**config.mk**
```make
export PLATFORM = sky130hd
export DESIGN_NAME = apb_master
export DESIGN_NICKNAME = d
export VERILOG_FILES = /design/src/rtl/apb_master.sv
export SDC_FILE = /design/constraint.sdc
export NUM_CORES = 1
export LEC_CHECK = 0
export BUFFER_PORTS_ARGS = -buffer_cell sky130_fd_sc_hd__buf_4
export CAP_MARGIN = 20
export CORE_ASPECT_RATIO = 1.75
export CORE_MARGIN = 1
export CORE_UTILIZATION = 46
export CTS_CLUSTER_DIAMETER = 80
export DETAILED_ROUTE_END_ITERATION = 10
export PLACE_DENSITY = 0.8
export SLEW_MARGIN = 5
export SYNTH_ARGS = -nofsm -noshare
export SYNTH_HDL_FRONTEND = slang
export SYNTH_SLANG_ARGS = --single-unit
export TNS_END_PERCENT = 1
```
**constraint.sdc**
```tcl
create_clock -name pclk -period 2.24 [get_ports pclk]
set_input_delay 0.336 -clock pclk [delete_from_list [all_inputs] [get_ports pclk]]
set_output_delay 0.336 -clock pclk [all_outputs]
set_load 0.03 [all_outputs]
```
**src/rtl/apb_master.sv**
```systemverilog
// APB requester: turns one command into a single APB transfer and returns a
// response (read data, slave error, timeout) through a valid/ready handshake.
module apb_master #(
  parameter int ADDR_W  = 32,
  parameter int DATA_W  = 32,
  parameter int TIMEOUT = 16
) (
  input  logic              pclk,
  input  logic              presetn,
  input  logic              cmd_valid,
  output logic              cmd_ready,
  input  logic              cmd_write,
  input  logic [ADDR_W-1:0] cmd_addr,
  input  logic [DATA_W-1:0] cmd_wdata,
  output logic              rsp_valid,
  input  logic              rsp_ready,
  output logic [DATA_W-1:0] rsp_rdata,
  output logic              rsp_err,
  output logic              rsp_timeout,
  output logic [ADDR_W-1:0] paddr,
  output logic [DATA_W-1:0] pwdata,
  output logic              pwrite,
  output logic              psel,
  output logic              penable,
  input  logic              pready,
  input  logic              pslverr,
  input  logic [DATA_W-1:0] prdata
);

  // state  | meaning
  // IDLE   | waiting for a command, cmd_ready high
  // SETUP  | psel high, penable low, one cycle
  // ACCESS | psel and penable high, waiting for pready or timeout
  // RESP   | response held until rsp_ready
  typedef enum logic [1:0] {
    ST_IDLE   = 2'd0,
    ST_SETUP  = 2'd1,
    ST_ACCESS = 2'd2,
    ST_RESP   = 2'd3
  } state_t;

  localparam int CNT_W = (TIMEOUT > 0) ? $clog2(TIMEOUT + 1) : 1;
  localparam logic [CNT_W-1:0] CNT_LAST = (TIMEOUT > 0) ? CNT_W'(TIMEOUT - 1) : '0;
  localparam logic [CNT_W-1:0] CNT_MAX  = '1;

  state_t              state_q, state_d;
  logic [ADDR_W-1:0]   paddr_q, paddr_d;
  logic [DATA_W-1:0]   pwdata_q, pwdata_d;
  logic                pwrite_q, pwrite_d;
  logic                psel_q, psel_d;
  logic                penable_q, penable_d;
  logic                rsp_valid_q, rsp_valid_d;
  logic [DATA_W-1:0]   rsp_rdata_q, rsp_rdata_d;
  logic                rsp_err_q, rsp_err_d;
  logic                rsp_timeout_q, rsp_timeout_d;
  logic [CNT_W-1:0]    wait_cnt_q, wait_cnt_d;

  always_ff @(posedge pclk or negedge presetn) begin
    if (!presetn) begin
      state_q       <= ST_IDLE;
      paddr_q       <= '0;
      pwdata_q      <= '0;
      pwrite_q      <= 1'b0;
      psel_q        <= 1'b0;
      penable_q     <= 1'b0;
      rsp_valid_q   <= 1'b0;
      rsp_rdata_q   <= '0;
      rsp_err_q     <= 1'b0;
      rsp_timeout_q <= 1'b0;
      wait_cnt_q    <= '0;
    end else begin
      state_q       <= state_d;
      paddr_q       <= paddr_d;
      pwdata_q      <= pwdata_d;
      pwrite_q      <= pwrite_d;
      psel_q        <= psel_d;
      penable_q     <= penable_d;
      rsp_valid_q   <= rsp_valid_d;
      rsp_rdata_q   <= rsp_rdata_d;
      rsp_err_q     <= rsp_err_d;
      rsp_timeout_q <= rsp_timeout_d;
      wait_cnt_q    <= wait_cnt_d;
    end
  end

  // Only unregistered output; gated by presetn so nothing is accepted in reset.
  assign cmd_ready = (state_q == ST_IDLE) && presetn;

  always_comb begin
    state_d       = state_q;
    paddr_d       = paddr_q;
    pwdata_d      = pwdata_q;
    pwrite_d      = pwrite_q;
    psel_d        = psel_q;
    penable_d     = penable_q;
    rsp_valid_d   = rsp_valid_q;
    rsp_rdata_d   = rsp_rdata_q;
    rsp_err_d     = rsp_err_q;
    rsp_timeout_d = rsp_timeout_q;
    wait_cnt_d    = wait_cnt_q;
    case (state_q)
      ST_IDLE: begin
        if (cmd_valid && cmd_ready) begin
          state_d   = ST_SETUP;
          paddr_d   = cmd_addr;
          pwrite_d  = cmd_write;
          pwdata_d  = cmd_write ? cmd_wdata : '0;
          psel_d    = 1'b1;
          penable_d = 1'b0;
        end
      end
      ST_SETUP: begin
        state_d    = ST_ACCESS;
        penable_d  = 1'b1;
        wait_cnt_d = '0;
      end
      ST_ACCESS: begin
        if (pready) begin
          state_d       = ST_RESP;
          psel_d        = 1'b0;
          penable_d     = 1'b0;
          rsp_valid_d   = 1'b1;
          rsp_rdata_d   = pwrite_q ? '0 : prdata;
          rsp_err_d     = pslverr;
          rsp_timeout_d = 1'b0;
        end else if ((TIMEOUT > 0) && (wait_cnt_q == CNT_LAST)) begin
          state_d       = ST_RESP;
          psel_d        = 1'b0;
          penable_d     = 1'b0;
          rsp_valid_d   = 1'b1;
          rsp_rdata_d   = '0;
          rsp_err_d     = 1'b1;
          rsp_timeout_d = 1'b1;
        end else if (wait_cnt_q != CNT_MAX) begin
          wait_cnt_d = wait_cnt_q + CNT_W'(1);
        end
      end
      ST_RESP: begin
        if (rsp_ready) begin
          state_d     = ST_IDLE;
          rsp_valid_d = 1'b0;
        end
      end
      default: state_d = ST_IDLE;
    endcase
  end

  assign paddr       = paddr_q;
  assign pwdata      = pwdata_q;
  assign pwrite      = pwrite_q;
  assign psel        = psel_q;
  assign penable     = penable_q;
  assign rsp_valid   = rsp_valid_q;
  assign rsp_rdata   = rsp_rdata_q;
  assign rsp_err     = rsp_err_q;
  assign rsp_timeout = rsp_timeout_q;

endmodule

```
==> impl_metrics.yaml <==
timing:
  max_slew.worst_pin.slew_ns: 0.8215
  rsz0062_at_grt: "no"
  layout_worst_path_cycle_share_pct: 92.65
  timing.final.setup_violations: 0
  skew_ns: 0.004796
  final-hold-violation-count: 0
  min_period_ns: 2.075
  maximum_clock_rate_mhz: 481.9
  worst_slew_margin_rel_pct: 45.23
  slew_viol_final: 0
  fin_tns_setup_ns: 0
floorplanning:
  boundaryPins: 206
  die-area_sq_um: 9732
  initial_cell_density_of_the_core_pct: 47.48
  fp.dieH_um: 129.8
  std_cell_rows: 46
  die_width_um: 75.01
  core_area_sq_um: 9036
detailed_routing:
  detailedRoute.firstPassIterationCount: 4
  drt_wl_total_mm: 10.52
  routedWlPerCell_um: 15.66
  antenna_violating_nets_remaining: 0
  num_vias: 3395
  detail_route.drc_violations: 0
  route.detailed.vias_per_inst: 5.052
  drc_violation_total_after_the_first_tritonroute_iteration: 142
synthesis:
  synth_compound_area_share_pct: 12.74
  synthesis.instances: 348
  synth.yosys.seq_area_share_pct: 63.58
  ys.flop_type: "sky130_fd_sc_hd__dfrtp_1"
  dominant_combinational_cell_family_by_area_after_synthesis: "compound AO/OA/AOI/OAI gates"
  yosysWarningCount: 0
  mappedNetlistNets: 460
  synth_enable_flop_cells: 0
  synth.ff_latch_count: 109
  synth_xor_area_share_pct: 0.2041
  yosys.area_share.simple_pct: 8.574
  synth_unique_cells: 30
  yosys.area_share.adder_pct: 2.625
  netlist_area_sq_um: 4290
  avgSynthCellArea_sq_um: 12.33
  synthMuxAreaShare_pct: 9.186
  postSynth.asyncResetShare_pct: 100.0
setup_path:
  path_cells: "ha_1, and3_1, ha_1, or4b_4, o211ai_2, o31ai_2"
  r2r_cells: 6
  worst_ep_required_time_ns: 2.46
  critPathMostFrequentCell: "sky130_fd_sc_hd__ha_1"
  critical-path-slowest-cell: "sky130_fd_sc_hd__or4b_4"
  worstSetupPathType: "register to register"
  r2r-start: "wait_cnt_q[0]"
  critical_path_arrival_ns: 2.29
  start_kind: "register"
  critPathCaptureType: "register"
  critPathMaxFanout: 8
  critical_path.startpoint: "wait_cnt_q[0]"
  critical_path_cell_count: 6
  critical-path-top-delay-family: "simple AND/OR/NAND/NOR gates"
  cp_slowest_stage_delay_ns: 0.57
  cp_num_buf_inv: 0
layout:
  nFillCells: 669
  utilization_pct: 69.69
  final_area_sq_um: 6297
  drive_gt1_share_pct: 48.55
  layout_commonest_cell: "sky130_fd_sc_hd__buf_4"
  finish.net_count: 660
  diodes: 0
  synthToLayoutAreaGrowth_pct: 46.78
  final_cell_mix: "sky130_fd_sc_hd__buf_4 (211), sky130_fd_sc_hd__dfrtp_1 (109), sky130_fd_sc_hd__nand2_1 (68)"
global_route:
  pin_count_of_the_biggest_net_entering_global_routing: 67
  groute.usage.overall_pct: 21.13
  grt_overflow: 0
  antenna_found_initial: 0
  grt_pass1_wl_mm: 15.29
  first_global_vias: 3263
pwr:
  power.ir.vdd_worst_mv: 0.8420
  cellPowerDensity_nw_per_um2: 1557
  power.leakage_nw: 3.231
placed_design:
  finalWeightedCongestion: 0.7203
  placed_cell_area_sq_um: 5949
  portBuffers: 205
  dpl.hpwl_mm: 7.750
job:
  cap_violations: 0
hold_path:
  min_path_type: "primary input to async pin"
clock_network:
  clkLatencyLatePin_ns: 0.34
  cts_hold_repair.buffers: 0
  cts.sinks: 109
  cts.repair.resized: 0
  cts.path.max_buffers: 2
  cts_max_level: 3
  cts_made_buffers: 9
  post-cts-setup-buffers: 0
  cts_tree: "done"
  clock-root-buffer: "sky130_fd_sc_hd__clkbuf_16"
  path_clk_slew_ns: 0.07
run_status:
  status: "finished clean"
## final timing paths
path | slack (ns) | endpoint
setup / recovery | 0.16 | wait_cnt_q[3]
hold / removal | 0.11 | penable
setup reg to reg | 0.16 | wait_cnt_q[3]
hold reg to reg | 0.48 | pwdata[24]
max in group asynchronous | 1.48 | rsp_rdata[21]
min in group pclk | 0.21 | rsp_rdata[29]
## worst register-to-register path, stage by stage, from the launching register on
cell and delay (ns):
sky130_fd_sc_hd__dfrtp_1 0.41, sky130_fd_sc_hd__ha_1 0.21, sky130_fd_sc_hd__and3_1 0.20, sky130_fd_sc_hd__ha_1 0.27, sky130_fd_sc_hd__or4b_4 0.57, sky130_fd_sc_hd__o211ai_2 0.21
sky130_fd_sc_hd__o31ai_2 0.09
## synthesized netlist by cell type (all sizes together), types with 2 or more instances
cell type,instances,area [sq um]
nor3,2,10.01
clkbuf,11,41.29
inv,5,18.77
a21oi,3,15.01
dfrtp,109,2728
a22o,32,280.3
o21ai,39,195.2
nor3b,2,15.01
ha,9,112.6
mux2,35,394.1
buf,12,72.57
nand3,5,25.02
nand2,68,255.2
nor2,2,7.510
## layout make-up
type                       instances  area, sq um  share of cell area, %
sequential                       109         2728                  43.31
clock inverter                     4        95.09                  1.510
tap                              120        150.1                  2.384
inverter                           5        18.77                 0.2980
clock buffer                      11        252.7                  4.014
timing repair buffer             212         1604                  25.47
multi-input combinational        211         1449                  23.01
## where the power goes
group / internal (W) / switching, W / leakage [nW]
combinational: 0.00188 / 0.00278 / 1.68
sequential: 0.00283 / 0.000499 / 1.38
clock: 0.00115 / 0.000669 / 0.172
## per-stage QoR
step / power, W / std cells / setup WS (ns) / hold slack, ns
finish: 0.009805 / 672 / 0.1647 / 0.1088
global route: 0.01029 / 672 / 0.08131 / 0.1549
CTS: 0.009899 / 672 / 0.1620 / 0.1240
detailed placement: 0.008043 / 657 / 0.1779 / 0.4797
global placement: 0.007888 / 657 / 0.2583 / 0.4632
floorplan: 0.006124 / 348 / 0.2556 / 0.04041
## per-layer routing
metal	vias to the layer above	global-route usage, %	routed length (um)
li1	1604	-	-
met1	1617	23.45	3884
met2	154	37.63	5669
met3	20	5.019	689
met4	0	8.990	279
met5	-	0	0
## flip-flops by register name, summed over array words and instances, names as in the netlist, 2 cells and up
register / count
paddr: 32
state_q: 2
rsp_rdata: 32
wait_cnt_q: 5
pwdata: 32
## cells by family after synthesis
| family | count (synthesis) |
|---|---|
| compound gates | 80 |
| fa+ha+maj | 9 |
| buf+inv | 28 |
| simple gates | 86 |
| xor+xnor | 1 |
| mux | 35 |
| flops | 109 |
Power figures use the tool's default switching activity.
